--- src/rtl/add_sequencer.sv ---
// Multi-cycle adder: one N-bit ripple slice reused WORDS times
// to add two N*WORDS-bit operands, with start/ready/done handshake.
module add_sequencer #(
  parameter int N     = 4,
  parameter int WORDS = 4
) (
  input  logic                 clk,
  input  logic                 rst,
  input  logic                 start,
  input  logic [N*WORDS-1:0]   a,
  input  logic [N*WORDS-1:0]   b,
  input  logic                 ci,
  output logic                 busy,
  output logic                 done,
  output logic                 ready,
  output logic [N*WORDS-1:0]   sum,
  output logic                 co
);

  localparam int W  = N * WORDS;
  localparam int IW = (WORDS > 1) ? $clog2(WORDS) : 1;

  typedef enum logic [1:0] {
    IDLE,
    RUN,
    DONE
  } state_t;

  state_t         state;
  logic [W-1:0]   ra;
  logic [W-1:0]   rb;
  logic [W-1:0]   psum;
  logic [W-1:0]   psum_nxt;
  logic [IW-1:0]  idx;
  logic           carry;
  logic [N-1:0]   sa;
  logic [N-1:0]   sb;
  logic [N-1:0]   ss;
  logic           sc;
  logic           rc;
  logic           last;

  // operand slice selected by idx
  always_comb begin
    sa = '0;
    sb = '0;
    for (int i = 0; i < WORDS; i++) begin
      if (idx == IW'(i)) begin
        sa = ra[i*N +: N];
        sb = rb[i*N +: N];
      end
    end
  end

  // the single shared ripple-carry slice
  always_comb begin
    rc = carry;
    ss = '0;
    for (int k = 0; k < N; k++) begin
      ss[k] = sa[k] ^ sb[k] ^ rc;
      rc    = (sa[k] & sb[k]) | (rc & (sa[k] ^ sb[k]));
    end
    sc = rc;
  end

  always_comb begin
    psum_nxt = psum;
    for (int i = 0; i < WORDS; i++) begin
      if (idx == IW'(i)) begin
        psum_nxt[i*N +: N] = ss;
      end
    end
  end

  assign last = (idx == IW'(WORDS - 1));

  always_ff @(posedge clk) begin
    if (rst) begin
      state <= IDLE;
      ra    <= '0;
      rb    <= '0;
      idx   <= '0;
      carry <= 1'b0;
      psum  <= '0;
      sum   <= '0;
      co    <= 1'b0;
      busy  <= 1'b0;
      done  <= 1'b0;
      ready <= 1'b1;
    end else begin
      done <= 1'b0;
      unique case (state)
        IDLE, DONE: begin
          if (start) begin
            ra    <= a;
            rb    <= b;
            carry <= ci;
            idx   <= '0;
            state <= RUN;
            busy  <= 1'b1;
            ready <= 1'b0;
          end else begin
            state <= IDLE;
            busy  <= 1'b0;
            ready <= 1'b1;
          end
        end
        RUN: begin
          psum  <= psum_nxt;
          carry <= sc;
          idx   <= idx + IW'(1);
          if (last) begin
            sum   <= psum_nxt;
            co    <= sc;
            done  <= 1'b1;
            state <= DONE;
            busy  <= 1'b0;
            ready <= 1'b1;
          end
        end
        default: begin
          state <= IDLE;
          busy  <= 1'b0;
          ready <= 1'b1;
        end
      endcase
    end
  end

endmodule

--- config.mk ---
export PLATFORM = sky130hd
export DESIGN_NAME = add_sequencer
export DESIGN_NICKNAME = d
export VERILOG_FILES = /design/src/rtl/add_sequencer.sv
export SDC_FILE = /design/constraint.sdc
export NUM_CORES = 1
export LEC_CHECK = 0
export CAP_MARGIN = 30
export CELL_PAD_IN_SITES_DETAIL_PLACEMENT = 1
export CELL_PAD_IN_SITES_GLOBAL_PLACEMENT = 1
export CORE_MARGIN = 8
export CORE_UTILIZATION = 45
export CTS_BUF_LIST = sky130_fd_sc_hd__clkbuf_8
export CTS_CLUSTER_DIAMETER = 40
export DETAILED_ROUTE_END_ITERATION = 8
export DONT_BUFFER_PORTS = 1
export PLACE_DENSITY_LB_ADDON = 0.1
export SLEW_MARGIN = 20
export SYNTH_ARGS = -nofsm -noshare
export SYNTH_HDL_FRONTEND = slang
export SYNTH_SLANG_ARGS = --single-unit
--- constraint.sdc ---
create_clock -name clk -period 3.86 [get_ports clk]
set_input_delay 0.386 -clock clk [delete_from_list [all_inputs] [get_ports clk]]
set_output_delay 0.386 -clock clk [all_outputs]
set_load 0.03 [all_outputs]
==> summary.txt <==
Outcome
  – Status: finished clean

Clock network
  – CTS tree: built
  – Worst-skew pair later-pin latency: 350 ps
  – Cts hold-fix bufs: 0
  – Clk pin slew, worst setup/hold paths: 80 ps
  – CTS root buf: clkbuf_8
  – Sink Count: 69
  – H-Tree Depth: 3
  – Cts repair resizes: 0
  – Post-CTS setup buffer count: 0
  – CTS buffer count: 9
  – Bufs on Longest Clock Path: 2

Logic synthesis
  – Mapped Nets: 379
  – Cell Area, Synth: 2900 sq um
  – Seq cells post-synth: approximately 70
  – Post-Syn Area per Cell: roughly 8.7 sq um
  – YS warnings: 0
  – Synth unique cells: 30
  – Post-synthesis sequential area ratio: around 48%
  – Synthesized instance count: between 300 and 400

Critical path
  – Reg2reg end: sum[3]
  – Reg2reg start: idx[0]
  – R2R depth: 12
  – FF-to-FF setup slack: between 400 and 500 ps
  – Critical Path End Type: flip-flop
  – CP most frequent cell: fa_1
  – CP startpoint kind: flip-flop
  – Critical path fanouts, max: 7
  – Critical path required time: 4120 ps
  – CP arrival: ~3700 ps
  – CP max stage cell: fa_1
  – Peak per-stage delay on the critical path: ~640 ps
  – Worst Path Class, Setup: reg2reg
  – CP cell instances: inv_1 > ha_1 > nor2b_1 > a221o_1 > a22oi_1 > fa_1 > inv_1 > fa_1 > fa_1 > fa_1 > mux2i_1 > o2bb2ai_1

Pwr
  – P per Cell Area: approximately 500 nW/um^2
  – Overall Power: 1.55 mW
  – Worst vdd rail ir drop: 0.000236 V
  – Pleak: approximately 1.1 nW

Route
  – Antenna-violating nets left: 0
  – Vias: 2275
  – Number of vias per cell: 5.66
  – Initial DRC count: 65
  – DRC Markers: 0
  – First drt pass iteration count: 4
  – Final wirelength: between 7000 and 8000 microns
  – Wirelength per Cell: 17.8 microns

Placement
  – Dpl hpwl: 5180 microns
  – Routability cong.: 0.781
  – PortBufs: 0
  – Placed Area: 2890 sq um
  – Dpl cells: 386
  – Place WS: 405 ps

Timing
  – Post-route setup slack: 415 ps
  – Worst Skew: 11.6 ps
  – Endpoints failing setup: 0
  – Setup TNS: 0 ps
  – RSZ-0062 raised after global routing: false
  – Crit path time final: 3450 ps
  – Max Slew Vio Count: 0
  – Worst slew margin: 41.5%
  – Fmax: 290 MHz
  – Final hold vios: 0
  – Fin crit share: 89.3%
  – Worst-Margin Slew: 878 ps

Global route
  – Vias in the first global route: ~2300
  – First-pass GRT wire length: about 12000 microns
  – Total gr overflow: 0
  – GRT Total Usage: 16.7%
  – Antenna violations before repair: 0
  – Pin count of the biggest net entering global routing: 53

Floorplan
  – Initial Util: 46.2%
  – Die width: between 90 and 100 microns
  – Die Area: 9270 sq um
  – Die Ht: 96.3 microns
  – Core Footprint: 6280 sq um
  – Num rows: 29
  – I/O pins: 56

Min path
  – Min-Delay Path Class: in2reg
  – Hold Crit Start: rst
  – Worst hold endpoint: psum[2]
  – Hold Crit Depth: 1

Finish
  – Final Instance Count excl. Fillers: 402
  – Layout fillers: 745
  – Nets: 364
  – Area of the multi-input gates: about 1300 sq um
  – Synth-to-Final Area Change: 6.95%
  – Layout cells sized above 1: 8.31%
  – Sequential Area: approximately 1400 sq um
  – Final std cell area, no fill: 3100 sq um
  – Diode count: 0

Job
  – Max-Cap Viols: 0
[cells by family after synthesis]
group / count (synthesis) / synth area share (%)
mux: 9 / 3.11
fa+ha+maj: 8 / 4.49
buf+inv: 41 / 6.69
simple gates: 116 / 17.5
flops: 69 / 47.6
compound gates: 92 / 20.6
[Yosys cell counts]
| cell | instances | area [sq um] |
|---|---|---|
| nor3_1 | 1 | 5.00 |
| clkbuf_1 | 16 | 60.1 |
| buf_6 | 2 | 22.5 |
| inv_2 | 1 | 3.75 |
| a22o_1 | 7 | 61.3 |
| o21bai_1 | 1 | 7.51 |
| nand2_1 | 83 | 312 |
| a21oi_2 | 1 | 8.76 |
| nor2_1 | 4 | 15.0 |
| buf_4 | 3 | 22.5 |
| inv_1 | 7 | 26.3 |
| a21oi_1 | 52 | 260 |
| fa_1 | 4 | 80.1 |
| o31ai_1 | 6 | 45.0 |
| buf_2 | 11 | 55.1 |
| nand2b_1 | 2 | 12.5 |
| nand3_1 | 11 | 55.1 |
| a221o_1 | 2 | 20.0 |
| a22oi_1 | 2 | 15.0 |
| nor2b_1 | 9 | 56.3 |
| a221oi_1 | 6 | 52.6 |
| a311oi_1 | 4 | 35.0 |
| nor2b_4 | 1 | 13.8 |
| dfxtp_1 | 69 | 1380 |
| o2bb2ai_1 | 10 | 87.6 |
| o21ai_0 | 1 | 5.00 |
| ha_1 | 4 | 50.1 |
| nand3b_1 | 5 | 37.5 |
| buf_1 | 1 | 3.75 |
| mux2i_1 | 9 | 90.1 |
[registers in the layout (all words and copies together) (netlist names)]
signal and count:
co 1, state 2, rb 16, busy 1, idx 2, done 1
ready 1, carry 1, psum 12, sum 16, ra 16
[placed cells by master (no fill, tap or decap), drive strengths merged]
cell type / n
o21bai: 1
fa: 4
ha: 4
bufinv: 1
clkinvlp: 2
inv: 8
nor3: 1
a22o: 7
a221oi: 6
mux2i: 9
nand3: 11
a22oi: 2
nand3b: 5
a221o: 2
dfxtp: 69
nor2: 4
a311oi: 4
clkbuf: 11
nand2b: 2
o21ai: 1
o31ai: 6
o2bb2ai: 10
a21oi: 53
nand2: 83
nor2b: 10
clkinv: 2
buf: 7
[metrics by stage]
stage               util [%]  hold WS [ps]
global route            49.4          80.2
detailed placement      46.1           443
finish                  49.4          99.2
CTS                     49.4          82.0
global placement        45.9           438
floorplan                  -           436
[worst max path at each step]
stage | from | slack, ps | depth (start not counted) | to
6_report | idx[0] | 410 | 12 | sum[3]
4_1_cts | idx[1] | 400 | 12 | sum[3]
3_5_place_dp | idx[0] | 400 | 12 | sum[3]
3_3_place_gp | idx[0] | 550 | 12 | sum[7]
2_1_floorplan | idx[0] | 520 | 14 | sum[3]
5_1_grt | idx[1] | 170 | 12 | sum[3]
[metal layers]
| layer | GRT usage (%) | part of all wire [%] |
|---|---|---|
| met3 | 5.54 | 6.8 |
| met2 | 24.4 | 43 |
| met4 | 8.58 | 1.8 |
| met1 | 21.4 | 48 |
| met5 | 0 | 0 |
[power by group]
part	switching, mW	internal (mW)	leakage, nW
Combinational	0.111	0.0651	0.464
Sequential	0.0229	0.742	0.562
Clock	0.275	0.333	0.102
Total	0.409	1.14	1.13
[critical path, delay by kind of cell (launching register included)]
kind	cells	cell delay, ps
compound gates	3	700
fa+ha+maj	5	1810
buf+inv	2	150
flops	1	390
mux	1	130
simple gates	1	200
[cell type report]
type,instances,area share (%)
clock buffer,11,4.88
inverter,8,0.968
clock inverter,5,1.90
timing repair buffer,7,1.82
tap,77,3.11
multi-input combinational,225,42.8
sequential,69,44.5
(Power assumes the default switching activity.)
